$ cat src/rtl/button_control_pkg.sv
// Shared constants and sizing helper for the button_control block.
package button_control_pkg;

  localparam int C_DEBOUNCE_TICKS = 50000;
  localparam int C_IDLE_TICKS     = 5000000;

  // Counter width able to hold 0..ticks-1, never narrower than one bit.
  function automatic int cnt_width(input int ticks);
    return ($clog2(ticks) < 1) ? 1 : $clog2(ticks);
  endfunction

endpackage

$ cat src/rtl/button_debounce.sv
// One button path: 2-FF synchroniser, debounce counter and a one-cycle press pulse
// raised when the debounced level goes 0->1.
module button_debounce
  import button_control_pkg::*;
#(
  parameter int c_debounce_ticks = C_DEBOUNCE_TICKS
) (
  input  logic clock,
  input  logic reset_n,
  input  logic btn,
  output logic press
);

  localparam int             W    = cnt_width(c_debounce_ticks);
  localparam logic [W-1:0]   TERM = W'(c_debounce_ticks - 1);

  logic [1:0]   sync;
  logic         stable;
  logic         stable_q;
  logic [W-1:0] count;

  always_ff @(posedge clock) begin
    if (!reset_n) begin
      sync     <= '0;
      stable   <= 1'b0;
      stable_q <= 1'b0;
      count    <= '0;
    end else begin
      sync     <= {sync[0], btn};
      stable_q <= stable;
      // Any agreeing sample discards the run, so short glitches never land.
      if (sync[1] == stable) begin
        count <= '0;
      end else if (count == TERM) begin
        stable <= sync[1];
        count  <= '0;
      end else begin
        count <= count + W'(1);
      end
    end
  end

  assign press = stable & ~stable_q;

endmodule

$ cat src/rtl/button_control.sv
// Two debounced push buttons, each press toggling a held level (enable / speed select).
// Optional idle auto-off of o_enable when BUTTON_CONTROL_AUTO_OFF_EN is defined.
module button_control
  import button_control_pkg::*;
#(
  parameter int   c_debounce_ticks = C_DEBOUNCE_TICKS,
  parameter int   c_idle_ticks     = C_IDLE_TICKS,
  parameter logic c_enable_init    = 1'b0,
  parameter logic c_speed_init     = 1'b0
) (
  input  logic i_clock,
  input  logic i_reset_n,
  input  logic i_btn_enable,
  input  logic i_btn_speed,
  output logic o_enable,
  output logic o_speed
);

  logic press_enable;
  logic press_speed;

  if (c_debounce_ticks < 2 || c_idle_ticks < 2) begin : g_param_check
    $error("button_control: tick parameters must be >= 2");
  end

  button_debounce #(.c_debounce_ticks(c_debounce_ticks)) u_enable (
    .clock   (i_clock),
    .reset_n (i_reset_n),
    .btn     (i_btn_enable),
    .press   (press_enable)
  );

  button_debounce #(.c_debounce_ticks(c_debounce_ticks)) u_speed (
    .clock   (i_clock),
    .reset_n (i_reset_n),
    .btn     (i_btn_speed),
    .press   (press_speed)
  );

`ifdef BUTTON_CONTROL_AUTO_OFF_EN
  localparam int            IW        = cnt_width(c_idle_ticks);
  localparam logic [IW-1:0] IDLE_TERM = IW'(c_idle_ticks - 1);

  logic [IW-1:0] idle;

  always_ff @(posedge i_clock) begin
    if (!i_reset_n) begin
      o_enable <= c_enable_init;
      o_speed  <= c_speed_init;
      idle     <= '0;
    end else begin
      o_speed <= o_speed ^ press_speed;
      // A press on the timeout edge wins: the timer restarts instead of firing.
      if (press_enable || press_speed) begin
        o_enable <= o_enable ^ press_enable;
        idle     <= '0;
      end else if (o_enable) begin
        if (idle == IDLE_TERM) begin
          o_enable <= 1'b0;
          idle     <= '0;
        end else begin
          idle <= idle + IW'(1);
        end
      end
    end
  end
`else
  always_ff @(posedge i_clock) begin
    if (!i_reset_n) begin
      o_enable <= c_enable_init;
      o_speed  <= c_speed_init;
    end else begin
      o_enable <= o_enable ^ press_enable;
      o_speed  <= o_speed  ^ press_speed;
    end
  end
`endif

endmodule

$ cat config.mk
export PLATFORM = sky130hd
export DESIGN_NAME = button_control
export DESIGN_NICKNAME = d
export VERILOG_FILES = /design/src/rtl/button_control_pkg.sv /design/src/rtl/button_debounce.sv /design/src/rtl/button_control.sv
export SDC_FILE = /design/constraint.sdc
export NUM_CORES = 1
export LEC_CHECK = 0
export ABC_AREA = 1
export BUFFER_PORTS_ARGS = -buffer_cell sky130_fd_sc_hd__buf_2
export CAP_MARGIN = 20
export CORE_MARGIN = 4
export CORE_UTILIZATION = 55
export DETAILED_ROUTE_END_ITERATION = 10
export PLACE_DENSITY = 0.8
export SETUP_SLACK_MARGIN = 0.3
export SYNTH_ARGS = -nofsm -noshare
export SYNTH_HDL_FRONTEND = slang
export SYNTH_SLANG_ARGS = --single-unit
$ cat constraint.sdc
create_clock -name i_clock -period 1.4 [get_ports i_clock]
set_clock_uncertainty 0.15 [all_clocks]
set_input_delay 0.14 -clock i_clock [delete_from_list [all_inputs] [get_ports i_clock]]
set_output_delay 0.14 -clock i_clock [all_outputs]
set_load 0.1 [all_outputs]
==> impl_results.html <==
<table>
<tr><th>Metric</th><th>Value</th></tr>
<tr><th colspan="2">STA</th></tr>
<tr><td>Max Freq</td><td>650 MHz</td></tr>
<tr><td>Final Critical Period</td><td>1540 ps</td></tr>
<tr><td>Final max-slew violation count</td><td>0</td></tr>
<tr><td>Final setup violation count</td><td>30</td></tr>
<tr><td>Count of endpoints failing hold in the final timing report</td><td>1</td></tr>
<tr><td>Worst-Margin Slew</td><td>341 ps</td></tr>
<tr><td>RSZ-0062 raised after global routing</td><td>true</td></tr>
<tr><td>Minimum setup slack in the final design</td><td>-138 ps</td></tr>
<tr><td>Final clock period utilization by the worst path</td><td>110%</td></tr>
<tr><td>Worst max-slew margin expressed relative to the limit</td><td>77.2%</td></tr>
<tr><td>Hold WS</td><td>-18.8 ps</td></tr>
<tr><th colspan="2">Final layout</th></tr>
<tr><td>Ratio of cells with drive above 1 in the final layout</td><td>39.4%</td></tr>
<tr><td>Synth-to-Final Area Change</td><td>36.3%</td></tr>
<tr><td>Number of nets in the final layout</td><td>325</td></tr>
<tr><td>Antenna diodes</td><td>0</td></tr>
<tr><td>Final core occ</td><td>79.6%</td></tr>
<tr><th colspan="2">Min path</th></tr>
<tr><td>Path class of the lowest-slack min-delay path</td><td>in2reg</td></tr>
<tr><th colspan="2">Placement</th></tr>
<tr><td>Detailed-placement wirelength estimate</td><td>2780 microns</td></tr>
<tr><td>Port bufs</td><td>5</td></tr>
<tr><td>Global placer's final weighted congestion</td><td>0.846</td></tr>
<tr><td>Pre-CTS worst setup slack</td><td>-57.2 ps</td></tr>
<tr><th colspan="2">Global routing</th></tr>
<tr><td>Via count of the first global-routing pass</td><td>1768</td></tr>
<tr><td>Remaining global-route overflow</td><td>0</td></tr>
<tr><td>GRT Util Overall</td><td>23.2%</td></tr>
<tr><td>Largest net degree at the start of global routing</td><td>17</td></tr>
<tr><td>Wire length of the first global-routing pass</td><td>8010 microns</td></tr>
<tr><td>Number of antenna violations at the first check in global routing</td><td>0</td></tr>
<tr><th colspan="2">Synth</th></tr>
<tr><td>Post-synthesis share of cell area spent on and, or, nand and nor gates</td><td>36.0%</td></tr>
<tr><td>Area fraction in compound gates after synthesis</td><td>6.15%</td></tr>
<tr><td>Mean instance size in the synthesized netlist</td><td>7.12 sq um</td></tr>
<tr><td>Number of nets produced by synthesis</td><td>286</td></tr>
<tr><td>Gate count after technology mapping</td><td>280</td></tr>
<tr><td>Netlist Area Pre-Place</td><td>1990 sq um</td></tr>
<tr><td>Total number of yosys warnings</td><td>0</td></tr>
<tr><td>Synth cell types</td><td>24</td></tr>
<tr><td>Sequential area share after synthesis</td><td>42.2%</td></tr>
<tr><td>Cell type with the highest aggregate area in the netlist</td><td>dfxtp_1</td></tr>
<tr><td>Share of the synthesized area in the top cell type</td><td>42.2%</td></tr>
<tr><td>Arithmetic-cell share of the synthesized area counting full adders, half adders and majority gates</td><td>1.26%</td></tr>
<tr><td>Synthesized-area fraction occupied by xor and xnor cells</td><td>6.15%</td></tr>
<tr><td>Share of synthesized area spent on multiplexers</td><td>0%</td></tr>
<tr><td>Main combinational cell family by area after synthesis</td><td>simple AND/OR/NAND/NOR gates</td></tr>
<tr><td>Flop and latch count out of synthesis</td><td>42</td></tr>
<tr><td>Synth top area cells</td><td>dfxtp_1, nand2_1, nor2_1, inv_1, nand3_1</td></tr>
<tr><th colspan="2">CTS</th></tr>
<tr><td>Max clock buf depth</td><td>2</td></tr>
<tr><td>Root cell of the clock tree</td><td>clkbuf_4</td></tr>
<tr><td>Clock insertion delay at the later pin of the skew report</td><td>380 ps</td></tr>
<tr><td>CTS H-Tree Depth</td><td>2</td></tr>
<tr><td>TritonCTS clock tree</td><td>done</td></tr>
<tr><td>Clk pin slew, worst setup/hold paths</td><td>140 ps</td></tr>
<tr><td>CTS Sinks</td><td>42</td></tr>
<tr><td>CTS Buf Count</td><td>5</td></tr>
<tr><th colspan="2">Flow run</th></tr>
<tr><td>Count of maximum capacitance violations</td><td>0</td></tr>
<tr><th colspan="2">Drt</th></tr>
<tr><td>First-pass DRT Iterations</td><td>9</td></tr>
<tr><td>Starting DRT DRC Count</td><td>180</td></tr>
<tr><td>Wirelength, routed</td><td>6260 microns</td></tr>
<tr><td>Drc violations</td><td>0</td></tr>
<tr><td>Number of routed nets with antenna violations</td><td>0</td></tr>
<tr><td>Routed wirelength normalized by instance count</td><td>17.1 microns</td></tr>
<tr><td>Count of vias placed by the detailed router</td><td>2080</td></tr>
<tr><td>Vias per cell</td><td>5.68</td></tr>
<tr><th colspan="2">Worst setup path</th></tr>
<tr><td>Required time reported for the critical path endpoint</td><td>1520 ps</td></tr>
<tr><td>Critical Path AT</td><td>1660 ps</td></tr>
<tr><td>Critical setup path kind</td><td>reg2reg</td></tr>
<tr><td>Startpoint type of the worst setup path</td><td>flip-flop</td></tr>
<tr><td>Worst Setup End Kind</td><td>flip-flop</td></tr>
<tr><td>Worst-path fanout max</td><td>5</td></tr>
<tr><th colspan="2">Status</th></tr>
<tr><td>Outcome</td><td>finished, violations left</td></tr>
<tr><td>Violations in the final reports</td><td>hold timing, setup timing</td></tr>
<tr><th colspan="2">Power</th></tr>
<tr><td>LEAKAGE</td><td>0.927 nW</td></tr>
<tr><td>Pwr per Cell Area</td><td>762 nW/um^2</td></tr>
<tr><td>Peak VDD IR</td><td>0.000872 V</td></tr>
<tr><th colspan="2">Floorplanning</th></tr>
<tr><td>Starting Density</td><td>58.4%</td></tr>
<tr><td>Num ports</td><td>6</td></tr>
<tr><td>Row count</td><td>21</td></tr>
<tr><td>Overall die height</td><td>68.2 microns</td></tr>
<tr><td>Standard cell core area</td><td>3420 sq um</td></tr>
<tr><td>Width of the chip</td><td>68.2 microns</td></tr>
<tr><td>Die outline area</td><td>4650 sq um</td></tr>
</table>
[cell usage in the layout, fill, tap and decap left out, types with 2 or more instances in the layout]
| cell type | count |
|---|---|
| xnor2_2 | 2 |
| dfxtp_2 | 15 |
| buf_2 | 3 |
| ha_4 | 2 |
| dlygate4sd3_1 | 3 |
| buf_4 | 22 |
| xnor2_1 | 5 |
| nand2_4 | 4 |
| nor2_1 | 35 |
| clkbuf_4 | 5 |
| nor2_2 | 16 |
| dfxtp_4 | 4 |
| or2_0 | 2 |
| buf_6 | 2 |
| a21oi_1 | 2 |
| nand4_1 | 8 |
| nand3_1 | 17 |
| nor2_4 | 12 |
| a21oi_2 | 15 |
| dfxtp_1 | 23 |
| buf_12 | 3 |
| nand2_8 | 2 |
| inv_2 | 5 |
| nand2_1 | 58 |
| nand2_2 | 7 |
| xor2_1 | 6 |
| inv_1 | 29 |
| o21ai_0 | 2 |
[synthesized netlist by cell type]
cell type,number
nand3_1,19
ha_1,2
o21ai_0,3
nand3b_1,1
xor2_1,7
xnor2_1,7
nand2_2,4
buf_6,1
nor2_1,53
o31ai_1,1
nand4_1,8
dfxtp_1,42
nand2_1,65
nor2_2,9
or2_2,1
nor2_4,1
inv_1,32
a21oi_2,4
buf_12,1
inv_2,2
buf_2,1
nand2_4,1
a21oi_1,13
or2_0,2
[what timing repair did]
item                       4_1_cts  5_1_grt
cloned                           1        1
setup endpoints to repair       36       36
hold buffers                     2        1
hold endpoints to repair         9        9
pin swaps                        5        9
setup buffers                    3        2
gates resized for setup         41       43
[cell families (layout without fill, tap and decap cells)]
group                      count (synthesis)  count (layout)
AOI/OAI and AO/OA                         21              21
xor gates and xnor gates                  14              14
adders and majority gates                  2               2
buffers and inverters                     37              76
DFF                                       42              42
and+or+nand+nor                          164             165
[area by class of cell]
class	count	area, sq um
Inverter	34	128
Tap cell	46	57.6
Clock inverter	2	37.5
Clock buffer	6	41.3
Timing Repair Buffer	34	318
Sequential cell	42	875
Multi-Input combinational cell	202	1260
Fill cell	171	698
[worst paths after layout]
path	start	to	slack, ps	cells after the start
hold reg to reg	u_enable.sync[0]	u_enable.sync[1]	290	2
setup / recovery	u_enable.count[9]	u_enable.count[10]	-140	5
hold / removal	i_reset_n	o_speed	-20	3
setup reg to reg	u_enable.count[9]	u_enable.count[10]	-140	5
[through the flow]
step / std cells / setup TNS, ps / area, sq um / power (W)
floorplan: 280 / -129 / 2050 / 0.00126
global placement: 348 / -83.0 / 2260 / 0.00126
detailed placement: 348 / -519 / 2260 / 0.00127
CTS: 362 / -4.24 / 2520 / 0.00204
global route: 366 / -2790 / 2720 / 0.00212
finish: 366 / -1540 / 2720 / 0.00207
[routing by layer]
layer  share of wire [%]  wire length, microns  vias to the layer above  global-route usage, %
li1                    -                     -                      951                      -
met4                 5.4                   339                        0                   8.44
met3                 9.4                   589                       43                   4.76
met1                  37                  2340                      932                   27.9
met5                   0                     0                        -                      0
met2                  48                  2990                      154                   40.6
[critical path, cell delays in order, from the launching register on]
cell and delay [ps]:
dfxtp_1 450, nand2_1 130, nor2_1 260, nand2_1 130, xor2_1 240, nor2_2 80
[power breakdown]
group          internal (W)  leakage (nW)  switching, W
logic             0.0000251         0.539     0.0000370
clock network      0.000377        0.0385      0.000433
registers           0.00119         0.350    0.00000506
total               0.00160         0.927      0.000475
[flip-flops by register name, indices dropped and copies added, names as in the netlist]
signal / cells
u_enable.count: 16
u_speed.count: 16
u_enable.sync: 2
u_speed.sync: 2
o_enable: 1
o_speed: 1
u_enable.stable: 1
u_enable.stable_q: 1
u_speed.stable: 1
u_speed.stable_q: 1
Note: power is estimated with default switching activity, not from simulation.
